$ cat src/rtl/pwm_seq_pkg.sv
// Shared types and constants for the PWM note sequencer.
// Note-table entry layout is {dur, vol, n} with n at the LSBs.
package pwm_seq_pkg;

  localparam int unsigned DEPTH_DEF = 16;
  localparam int unsigned AW_DEF    = 4;
  localparam int unsigned NW_DEF    = 10;
  localparam int unsigned VW_DEF    = 8;
  localparam int unsigned DW_DEF    = 8;

  // Field offsets inside a table entry / wr_data word
  localparam int unsigned N_LSB = 0;
  localparam int unsigned V_LSB = N_LSB + NW_DEF;
  localparam int unsigned D_LSB = V_LSB + VW_DEF;

  typedef enum logic [1:0] {
    IDLE = 2'd0,
    LOAD = 2'd1,
    PLAY = 2'd2,
    DONE = 2'd3
  } seq_state_e;

endpackage

$ cat src/rtl/pwm_note_sequencer_if.sv
// Control/table-write and pwm_audio-facing signals of the note sequencer.
// master = register/control side, slave = the sequencer itself.
interface pwm_note_sequencer_if #(
  parameter int unsigned AW = 4,
  parameter int unsigned NW = 10,
  parameter int unsigned VW = 8,
  parameter int unsigned DW = 8
);
  localparam int unsigned EW = DW + VW + NW;

  logic          wr_en;
  logic [AW-1:0] wr_addr;
  logic [EW-1:0] wr_data;
  logic          start;
  logic          stop;
  logic          loop;
  logic [NW-1:0] pwm_n;
  logic [VW-1:0] pwm_volume;
  logic          pwm_en;
  logic          busy;
  logic          done;
  logic [AW-1:0] cur_idx;

  modport master (
    output wr_en, wr_addr, wr_data, start, stop, loop,
    input  pwm_n, pwm_volume, pwm_en, busy, done, cur_idx
  );

  modport slave (
    input  wr_en, wr_addr, wr_data, start, stop, loop,
    output pwm_n, pwm_volume, pwm_en, busy, done, cur_idx
  );

endinterface

$ cat src/rtl/pwm_seq_table.sv
// Note table: DEPTH x EW flop array, one write port, combinational read,
// cleared by reset.
module pwm_seq_table #(
  parameter int unsigned DEPTH = 16,
  parameter int unsigned AW    = 4,
  parameter int unsigned EW    = 26
) (
  input  logic          clk,
  input  logic          rst_n,
  input  logic          wr_en_i,
  input  logic [AW-1:0] wr_addr_i,
  input  logic [EW-1:0] wr_data_i,
  input  logic [AW-1:0] rd_addr_i,
  output logic [EW-1:0] rd_data_c
);

  logic [EW-1:0] mem_q [DEPTH];

  always_ff @(posedge clk or negedge rst_n) begin
    if (!rst_n) begin
      for (int i = 0; i < int'(DEPTH); i++) mem_q[i] <= '0;
    end else if (wr_en_i) begin
      mem_q[wr_addr_i] <= wr_data_i;
    end
  end

  assign rd_data_c = mem_q[rd_addr_i];

endmodule

$ cat src/rtl/pwm_note_sequencer.sv
// Plays a programmable note table into pwm_audio (period, volume, enable).
// Optional PWM_SEQ_FADE_EN halves the volume during each note's last period.
module pwm_note_sequencer
  import pwm_seq_pkg::*;
#(
  parameter int unsigned DEPTH = DEPTH_DEF,
  parameter int unsigned AW    = AW_DEF,
  parameter int unsigned NW    = NW_DEF,
  parameter int unsigned VW    = VW_DEF,
  parameter int unsigned DW    = DW_DEF
) (
  input logic                    clk,
  input logic                    rst_n,
  pwm_note_sequencer_if.slave    bus
);

  localparam int unsigned EW = DW + VW + NW;

  seq_state_e    state_q, state_d;
  logic [AW-1:0] idx_q, idx_d;
  logic [NW-1:0] period_cnt_q, period_cnt_d;
  logic [DW-1:0] dur_cnt_q, dur_cnt_d;
  logic [NW-1:0] pwm_n_q, pwm_n_d;
  logic [VW-1:0] pwm_vol_q, pwm_vol_d;
`ifdef PWM_SEQ_FADE_EN
  logic [VW-1:0] vol_q, vol_d;
`endif
  logic          pwm_en_q, busy_q, done_q;

  logic [EW-1:0] rd_data;
  logic [NW-1:0] rd_n;
  logic [VW-1:0] rd_vol;
  logic [DW-1:0] rd_dur;
  logic [NW-1:0] eff_n;
  logic          period_end;
  logic          tbl_we;

  // Table is only writable while idle so a playing tune cannot be corrupted
  assign tbl_we = bus.wr_en && (state_q == IDLE);

  pwm_seq_table #(
    .DEPTH (DEPTH),
    .AW    (AW),
    .EW    (EW)
  ) u_table (
    .clk       (clk),
    .rst_n     (rst_n),
    .wr_en_i   (tbl_we),
    .wr_addr_i (bus.wr_addr),
    .wr_data_i (bus.wr_data),
    .rd_addr_i (idx_q),
    .rd_data_c (rd_data)
  );

  assign rd_n   = rd_data[N_LSB +: NW];
  assign rd_vol = rd_data[V_LSB +: VW];
  assign rd_dur = rd_data[D_LSB +: DW];

  // A zero period would never reach its terminal count; play it as period 1
  assign eff_n      = (pwm_n_q == '0) ? NW'(1) : pwm_n_q;
  assign period_end = (period_cnt_q == (eff_n - NW'(1)));

  always_comb begin
    state_d      = state_q;
    idx_d        = idx_q;
    period_cnt_d = period_cnt_q;
    dur_cnt_d    = dur_cnt_q;
    pwm_n_d      = pwm_n_q;
    pwm_vol_d    = pwm_vol_q;
`ifdef PWM_SEQ_FADE_EN
    vol_d        = vol_q;
`endif

    if (bus.stop && (state_q != IDLE)) begin
      state_d = IDLE;
    end else begin
      unique case (state_q)
        IDLE: begin
          if (bus.start && !bus.stop) begin
            state_d = LOAD;
            idx_d   = '0;
          end
        end
        LOAD: begin
          if (rd_dur == '0) begin
            if (bus.loop) idx_d   = '0;
            else          state_d = DONE;
          end else begin
            pwm_n_d      = rd_n;
            dur_cnt_d    = rd_dur;
            period_cnt_d = '0;
            state_d      = PLAY;
`ifdef PWM_SEQ_FADE_EN
            vol_d        = rd_vol;
            pwm_vol_d    = (rd_dur == DW'(1)) ? (rd_vol >> 1) : rd_vol;
`else
            pwm_vol_d    = rd_vol;
`endif
          end
        end
        PLAY: begin
          if (period_end) begin
            period_cnt_d = '0;
            dur_cnt_d    = dur_cnt_q - DW'(1);
`ifdef PWM_SEQ_FADE_EN
            // Entering the final period of the note
            if (dur_cnt_q == DW'(2)) pwm_vol_d = vol_q >> 1;
`endif
            if (dur_cnt_q == DW'(1)) begin
              if (idx_q != AW'(DEPTH - 1)) begin
                idx_d   = idx_q + AW'(1);
                state_d = LOAD;
              end else if (bus.loop) begin
                idx_d   = '0;
                state_d = LOAD;
              end else begin
                state_d = DONE;
              end
            end
          end else begin
            period_cnt_d = period_cnt_q + NW'(1);
          end
        end
        DONE: begin
          state_d = IDLE;
        end
      endcase
    end
  end

  always_ff @(posedge clk or negedge rst_n) begin
    if (!rst_n) begin
      state_q      <= IDLE;
      idx_q        <= '0;
      period_cnt_q <= '0;
      dur_cnt_q    <= '0;
      pwm_n_q      <= '0;
      pwm_vol_q    <= '0;
`ifdef PWM_SEQ_FADE_EN
      vol_q        <= '0;
`endif
      pwm_en_q     <= 1'b0;
      busy_q       <= 1'b0;
      done_q       <= 1'b0;
    end else begin
      state_q      <= state_d;
      idx_q        <= idx_d;
      period_cnt_q <= period_cnt_d;
      dur_cnt_q    <= dur_cnt_d;
      pwm_n_q      <= pwm_n_d;
      pwm_vol_q    <= pwm_vol_d;
`ifdef PWM_SEQ_FADE_EN
      vol_q        <= vol_d;
`endif
      pwm_en_q     <= (state_d == PLAY);
      busy_q       <= (state_d != IDLE);
      done_q       <= (state_d == DONE);
    end
  end

  assign bus.pwm_n      = pwm_n_q;
  assign bus.pwm_volume = pwm_vol_q;
  assign bus.pwm_en     = pwm_en_q;
  assign bus.busy       = busy_q;
  assign bus.done       = done_q;
  assign bus.cur_idx    = idx_q;

endmodule

$ cat src/flat_wrapper.sv
// flat-port wrapper written by rule: the top's interface ports become plain ports
module pwm_note_sequencer_flat import pwm_seq_pkg::*;
#(
  parameter int unsigned DEPTH = DEPTH_DEF,
  parameter int unsigned AW    = AW_DEF,
  parameter int unsigned NW    = NW_DEF,
  parameter int unsigned VW    = VW_DEF,
  parameter int unsigned DW    = DW_DEF
)
  (clk, rst_n, bus_wr_en, bus_wr_addr, bus_wr_data, bus_start, bus_stop, bus_loop, bus_pwm_n, bus_pwm_volume, bus_pwm_en, bus_busy, bus_done, bus_cur_idx);
  pwm_note_sequencer_if #(.AW(AW), .NW(NW), .VW(VW), .DW(DW)) bus_i ();
  input logic clk;
  input logic rst_n;
  input wire logic [$bits(bus_i.wr_en)-1:0] bus_wr_en;
  input wire logic [$bits(bus_i.wr_addr)-1:0] bus_wr_addr;
  input wire logic [$bits(bus_i.wr_data)-1:0] bus_wr_data;
  input wire logic [$bits(bus_i.start)-1:0] bus_start;
  input wire logic [$bits(bus_i.stop)-1:0] bus_stop;
  input wire logic [$bits(bus_i.loop)-1:0] bus_loop;
  output wire logic [$bits(bus_i.pwm_n)-1:0] bus_pwm_n;
  output wire logic [$bits(bus_i.pwm_volume)-1:0] bus_pwm_volume;
  output wire logic [$bits(bus_i.pwm_en)-1:0] bus_pwm_en;
  output wire logic [$bits(bus_i.busy)-1:0] bus_busy;
  output wire logic [$bits(bus_i.done)-1:0] bus_done;
  output wire logic [$bits(bus_i.cur_idx)-1:0] bus_cur_idx;
  assign bus_i.wr_en = bus_wr_en;
  assign bus_i.wr_addr = bus_wr_addr;
  assign bus_i.wr_data = bus_wr_data;
  assign bus_i.start = bus_start;
  assign bus_i.stop = bus_stop;
  assign bus_i.loop = bus_loop;
  assign bus_pwm_n = bus_i.pwm_n;
  assign bus_pwm_volume = bus_i.pwm_volume;
  assign bus_pwm_en = bus_i.pwm_en;
  assign bus_busy = bus_i.busy;
  assign bus_done = bus_i.done;
  assign bus_cur_idx = bus_i.cur_idx;
  pwm_note_sequencer #(.DEPTH(DEPTH), .AW(AW), .NW(NW), .VW(VW), .DW(DW)) u_core (.clk(clk), .rst_n(rst_n), .bus(bus_i));
endmodule
$ cat config.mk
export PLATFORM = sky130hd
export DESIGN_NAME = pwm_note_sequencer_flat
export DESIGN_NICKNAME = d
export VERILOG_FILES = /design/src/rtl/pwm_seq_pkg.sv /design/src/rtl/pwm_note_sequencer_if.sv /design/src/rtl/pwm_seq_table.sv /design/src/rtl/pwm_note_sequencer.sv /design/src/flat_wrapper.sv
export SDC_FILE = /design/constraint.sdc
export NUM_CORES = 1
export LEC_CHECK = 0
export CORE_ASPECT_RATIO = 0.7
export CORE_UTILIZATION = 40
export CTS_CLUSTER_DIAMETER = 80
export DETAILED_ROUTE_END_ITERATION = 6
export PLACE_DENSITY = 0.52
export SLEW_MARGIN = 20
export SYNTH_ARGS = -nofsm -noshare
export SYNTH_HDL_FRONTEND = slang
export SYNTH_SLANG_ARGS = --single-unit
export TNS_END_PERCENT = 5
$ cat constraint.sdc
create_clock -name clk -period 6.4 [get_ports clk]
set_clock_uncertainty 0.1 [all_clocks]
set_input_delay 0.96 -clock clk [delete_from_list [all_inputs] [get_ports clk]]
set_output_delay 0.96 -clock clk [all_outputs]
set_load 0.005 [all_outputs]
==> Word-level counts from Yosys, hierarchy flattened <==
Cells that the tools add are included.
{ "word_totals": {"ff_bits": 461, "rom_bits": 0, "out_inout_bits": 25, "memories": 0, "mem_bits_rw": 0, "in_bits": 36, "word_cells": 94, "latch_bits": 0} }
{ "op_classes": {"order_cmp": 3, "n_mul": 0, "n_shift": 0, "n_div": 0, "muxes": 29, "add_sub_neg": 4, "bitwise_logic": 4, "n_reduce_logical": 16, "n_eq_ne": 13} }
{ "ops": {"columns": ["op", "n"], "rows": [
  ["$bwmux W416", 1],
  ["$bmux W26 S4", 1],
  ["$demux W26 S4", 1],
  ["$mux W26", 3],
  ["$mux W10", 3],
  ["$mux W4", 6],
  ["$pmux W10 S2", 1],
  ["$mux W2", 8],
  ["$mux W8", 2],
  ["$pmux W8 S2", 1],
  ["$pmux W4 S3", 1],
  ["$add A10 B1 Y10 const B", 1],
  ["$eq A10 B10 Y1", 1],
  ["$ge A5 B5 Y1 const B", 2],
  ["$logic_not A10 Y1", 1],
  ["$not A4 Y5", 2],
  ["$sub A10 B1 Y10 const B", 1],
  ["$eq A2 B2 Y1 const B", 4],
  ["$eq A8 B1 Y1 const B", 1],
  ["$logic_not A8 Y1", 1],
  ["$pmux W2 S4", 1],
  ["$sub A8 B1 Y8 const B", 1],
  ["$ne A2 B1 Y1 const B", 3],
  ["$reduce_and A3 Y1", 2],
  ["other kinds (13)", 20]
]} }

==> Logic depth before layout (Yosys ltp) <==
{ "logic_depth": {"depth_word": 9, "mapped_depth": 16, "mapped_depth_nobuf": 14} }

==> Hierarchy <==
Synthesis repeated with hierarchy kept, for this count alone.
{ "hier_totals": {"hier_cells": 1455, "hier_area_um2": 21597.0} }
{ "by_module_without_submodules": {"columns": ["mod", "cells_each", "instances", "area_each_um2"], "rows": [
  ["pwm_seq_table", 1142, 1, 18750.5],
  ["pwm_note_sequencer", 313, 1, 2846.5]
]} }

==> Worst setup path before layout <==
OpenSTA, ideal clock, no wires.
{ "synth_path": {"kind": "register -> register", "startpoint": "reg u_core.pwm_n_q[5], in the netlist u_core.bus.pwm_n[5]", "endpoint": "reg u_core.done_q, in the netlist u_core.bus.done", "setup_time_ns": 0.119, "period_less_slack_ns": 3.682, "path_buffers": 1, "path_slack_ns": 2.718, "path_stages_with_launch": 16, "arrival_ns": 3.463, "cell_sequence": "dfrtp_1 buf_6 nor4_4 nand3_2 nor2_1 nor2_1 ha_1 xnor2_1 a211oi_1 nand4b_1 or4_4 nor4_2 mux2_1 a311oi_2 inv_1 and2_1"} }
{ "synth_via": {"elab_chain_cells": 8} }
{ "synth_lines": {"columns": ["element", "line", "source"], "rows": [
  ["start, declared", "pwm_note_sequencer.sv:23", "logic [NW-1:0] pwm_n_q, pwm_n_d;"],
  ["start signal, assigned", "pwm_note_sequencer.sv:150", "pwm_n_q <= pwm_n_d;"],
  ["$logic_not A10 Y1", "pwm_note_sequencer.sv:60", "assign eff_n = (pwm_n_q == '0) ? NW'(1) : pwm_n_q;"],
  ["$mux W10 (*)", "pwm_note_sequencer.sv:60", null],
  ["$sub A10 B1 Y10 (*)", "pwm_note_sequencer.sv:61", "assign period_end = (period_cnt_q == (eff_n - NW'(1)));"],
  ["$eq A10 B10 Y1 (*)", "pwm_note_sequencer.sv:61", null],
  ["$mux W2 (*)", "pwm_note_sequencer.sv:102", "if (period_end) begin"],
  ["$pmux W2 S4 (*)", "pwm_note_sequencer.sv:77", "unique case (state_q)"],
  ["$mux W2 (*)", "pwm_note_sequencer.sv:74", "if (bus.stop && (state_q != IDLE)) begin"],
  ["named net u_core.state_d[1]", "pwm_note_sequencer.sv:19", "seq_state_e state_q, state_d;"],
  ["$eq A2 B2 Y1 (*)", "pwm_note_sequencer.sv:157", "done_q <= (state_d == DONE);"],
  ["end signal, assigned", "pwm_note_sequencer.sv:157", null],
  ["end, declared", "pwm_note_sequencer.sv:28", "logic pwm_en_q, busy_q, done_q;"]
]} }
Mark *: on every way through the listed nets, which the timed path passes. The rest lies on a longest branch.
A chain may end at the register's enable or synchronous reset.

==> Worst setup path after layout <==
{ "layout_path": {"startpoint": "reg u_core.idx_q[1], in the netlist u_core.bus.cur_idx[1]", "endpoint": "reg u_core.pwm_vol_q[2], in the netlist u_core.bus.pwm_volume[2]"} }
{ "layout_via": {"elab_chain_cells": 7} }
{ "layout_lines": {"columns": ["element", "line", "source"], "rows": [
  ["start, declared", "pwm_note_sequencer.sv:20", "logic [AW-1:0] idx_q, idx_d;"],
  ["start signal, assigned", "pwm_note_sequencer.sv:147", "idx_q <= idx_d;"],
  ["$not A4 Y5 (implied by the code) (*)", "pwm_seq_table.sv:27", "assign rd_data_c = mem_q[rd_addr_i];"],
  ["$bmux W26 S4 (*)", "pwm_seq_table.sv:27", null],
  ["$mux W26 (implied by the code) (*) (2 in series)", "pwm_seq_table.sv:27", null],
  ["$logic_not A8 Y1", "pwm_note_sequencer.sv:85", "if (rd_dur == '0) begin"],
  ["$not A1 Y1 (no source line)", null, null],
  ["$reduce_and A3 Y1 (no source line)", null, null],
  ["end signal, assigned", "pwm_note_sequencer.sv:151", "pwm_vol_q <= pwm_vol_d;"],
  ["end, declared", "pwm_note_sequencer.sv:24", "logic [VW-1:0] pwm_vol_q, pwm_vol_d;"]
]} }
Every way passes the cells marked *; elsewhere a longest branch is shown, timed or not. The select of a mux whose other input is x is not followed.

==> metrics.cfg <==
[timing]
fin_crit_ps=4400
setup_viol=0
finalHoldViolations=0
rsz0062_at_grt=false
final.period_utilization_pct=68.8
tns_ps=0
slew_headroom_pct=30.3
tightest_slew_ps=1040
maxSlewViolCount=0
setup_ws_ps=2000
fmax_mhz=227

[layout]
layout-drive-gt1-share_pct=44.5
final_net_count=1502
area_growth_pct=13.0
fin_cells=2209
fillers=4696

[synthesis]
synth-seq-cells=461
avgSynthCellArea_sq_um=15.1
syn_nets=1474
yosysWarnings=0
synth_cell_types=65
synth_edf_count=0
ys_seq_area_share_pct=53.5
synthSimpleGateAreaFrac_pct=4.34
synth-compound-area-share_pct=3.01
muxShareOfSynthArea_pct=35.8
synthArstFlopShare_pct=100
synthCells=1429
synth_top_family_by_area=multiplexers
synth_ff_type=dfrtp_1
syn-cell-area_sq_mm=0.0216
synth_fa_ha_area_share_pct=0.522
synth-xor-area-share_pct=0.365

[global_routing]
antenna_found_initial=3
grt_pass1_wl_microns=87400
grt_use_total_pct=21.4
grt_max_degree=138
first_global_vias=13032
grt-ovfl-total=0

[setup_path]
crit_type=register to register
cp.arrival_ps=4750
crit_family=flip-flops
cpPeakStageDelay_ps=980
cpMaxStageDelayCell=dfrtp_4
cp.buffers_inverters=1
cp-start-kind=register
crit_required_ps=6750
path_max_fanout=53
end_kind=register
crit_chain=buf_4 -> mux4_2 -> a22oi_1 -> o2111ai_2 -> o31ai_2 -> nand2b_2 -> mux2_1

[drt]
vias=12499
drc=0
ant_nets=0
wl_per_cell_microns=25.6
avgViaCountPerCell=5.66
firstDrtPassIters=5
drtIter0Drc=906
wl_microns=56600

[clock_network]
cts_tree=yes
h-tree-depth=2
hold_buffers=0
post-cts-setup-buffers=0
numClockSinks=461
clk_pin_slew_ps=60
clk_path_buf_depth=3
cts_made_buffers=47
cts_resized=0
clkLatencyLatePin_ps=590
cts_root_buffer=clkbuf_16

[pwr]
p_leak_uw=0.0103
vdd_ir_drop_max_mv=0.179
cellPowerDensity_mw_per_mm2=446

[die]
start_util_pct=40.9
dieWidth_microns=280
core_sq_mm=0.0527
die_y_microns=196
ioPinCount=61
rows=70
dieArea_sq_mm=0.0549

[placement]
dpl.hpwl_microns=33100
port_buffers=60
place.gp.congestion=0.825
dp_slack_ps=1910
dp_cells=2128

[run_status]
status=finished, final reports clean

[hold_path]
hold_class=primary input to async pin

[job]
drv_cap=0

area by class of cell:
| cell class | instances | area (sq um) | area share [%] |
|---|---|---|---|
| Sequential cell | 461 | 11500 | 47.4 |
| Multi-Input combinational cell | 848 | 9580 | 39.3 |
| Clock buffer | 73 | 1400 | 5.76 |
| Tap cell | 720 | 901 | 3.70 |
| Timing Repair Buffer | 86 | 817 | 3.35 |
| Clock inverter | 7 | 78.8 | 0.323 |
| Inverter | 13 | 48.8 | 0.200 |
| Antenna cell | 1 | 2.50 | 0.0103 |
worst paths after layout:
| check | startpoint | to | slack, ps | depth (start not counted) |
|---|---|---|---|---|
| max | u_core.bus.cur_idx[1]$_DFFE_PN0P_ | u_core.bus.pwm_volume[2]$_DFFE_PN0P_ | 2000 | 7 |
| min | rst_n | u_core.dur_cnt_q[1]$_DFFE_PN0P_ | 290 | 1 |
| max reg2reg | u_core.bus.cur_idx[1]$_DFFE_PN0P_ | u_core.bus.pwm_volume[2]$_DFFE_PN0P_ | 2000 | 7 |
| min reg2reg | u_core.u_table.mem_q[142]$_DFFE_PN0P_ | u_core.u_table.mem_q[142]$_DFFE_PN0P_ | 400 | 1 |
| max in group asynchronous | rst_n | u_core.u_table.mem_q[165]$_DFFE_PN0P_ | 4350 | 2 |
| min in group clk | u_core.u_table.mem_q[142]$_DFFE_PN0P_ | u_core.u_table.mem_q[142]$_DFFE_PN0P_ | 400 | 1 |
cell usage after synthesis (14+ instances only):
cell type,number,share of area [%]
dfrtp_1,461,53
mux2_2,416,22
mux4_2,114,12
clkbuf_1,79,1.4
nor2_1,41,0.71
nand2_1,27,0.47
mux2i_1,23,1.1
nand3_1,23,0.53
mux2_1,19,0.99
o21ai_0,15,0.35
nand2b_1,14,0.41
state kept, by name, summed over array words and instances, names as in the netlist, 2 cells and up:
name and cells:
u_core.bus.cur_idx 4, u_core.state_q 2, u_core.period_cnt_q 10, u_core.bus.pwm_n 10, u_core.bus.pwm_volume 8, u_core.u_table.mem_q 416
u_core.dur_cnt_q 8
cell usage in the layout (no fill, tap or decap), drive strengths merged, types with 4 or more instances in the layout:
master / Yosys / routed
nand4: 4 / 4
mux2: 436 / 436
nand3: 24 / 24
nor2b: 10 / 10
clkdlybuf4s50: 0 / 59
clkinv: 0 / 4
inv: 13 / 15
o31ai: 8 / 8
or3: 6 / 6
buf: 28 / 27
nand2: 27 / 27
a21oi: 7 / 7
nor4: 6 / 6
nor2: 41 / 41
nor3: 13 / 13
and3: 5 / 5
a22oi: 9 / 9
xnor2: 6 / 6
dfrtp: 461 / 461
nand4b: 5 / 5
o211ai: 5 / 5
ha: 9 / 9
nand2b: 14 / 14
mux4: 114 / 114
o21ai: 28 / 28
or4: 6 / 6
mux2i: 23 / 23
a221oi: 9 / 9
clkbuf: 79 / 73
metrics by stage:
step	total power, uW	util, %	hold WS [ps]	cell area, sq um
6_report	10900	46.2	293	24400
5_1_grt	11500	46.2	344	24400
4_1_cts	11000	46.2	314	24400
3_5_place_dp	8210	43.4	387	22900
3_3_place_gp	8130	43.4	382	22900
2_1_floorplan	7240	-	368	21600
cells by family after synthesis:
logic type	after synthesis
multiplexers	573
flip-flops	461
AND/OR/NAND/NOR	170
buffers and inverters	120
AO/OA/AOI/OAI	87
XOR/XNOR	9
adder cells (fa/ha/maj)	9
power breakdown:
group          switching, uW  internal [uW]
Combinational           1310           1950
Clock                   1160           1540
Sequential               758           4150
layer usage:
metal  global-route usage, %  wire length [microns]
met5                       0                      9
met2                    29.3                  23300
met4                    4.98                    881
met3                    3.39                   2470
met1                    34.9                  29900
No activity file was read; power rests on OpenSTA's default activity.
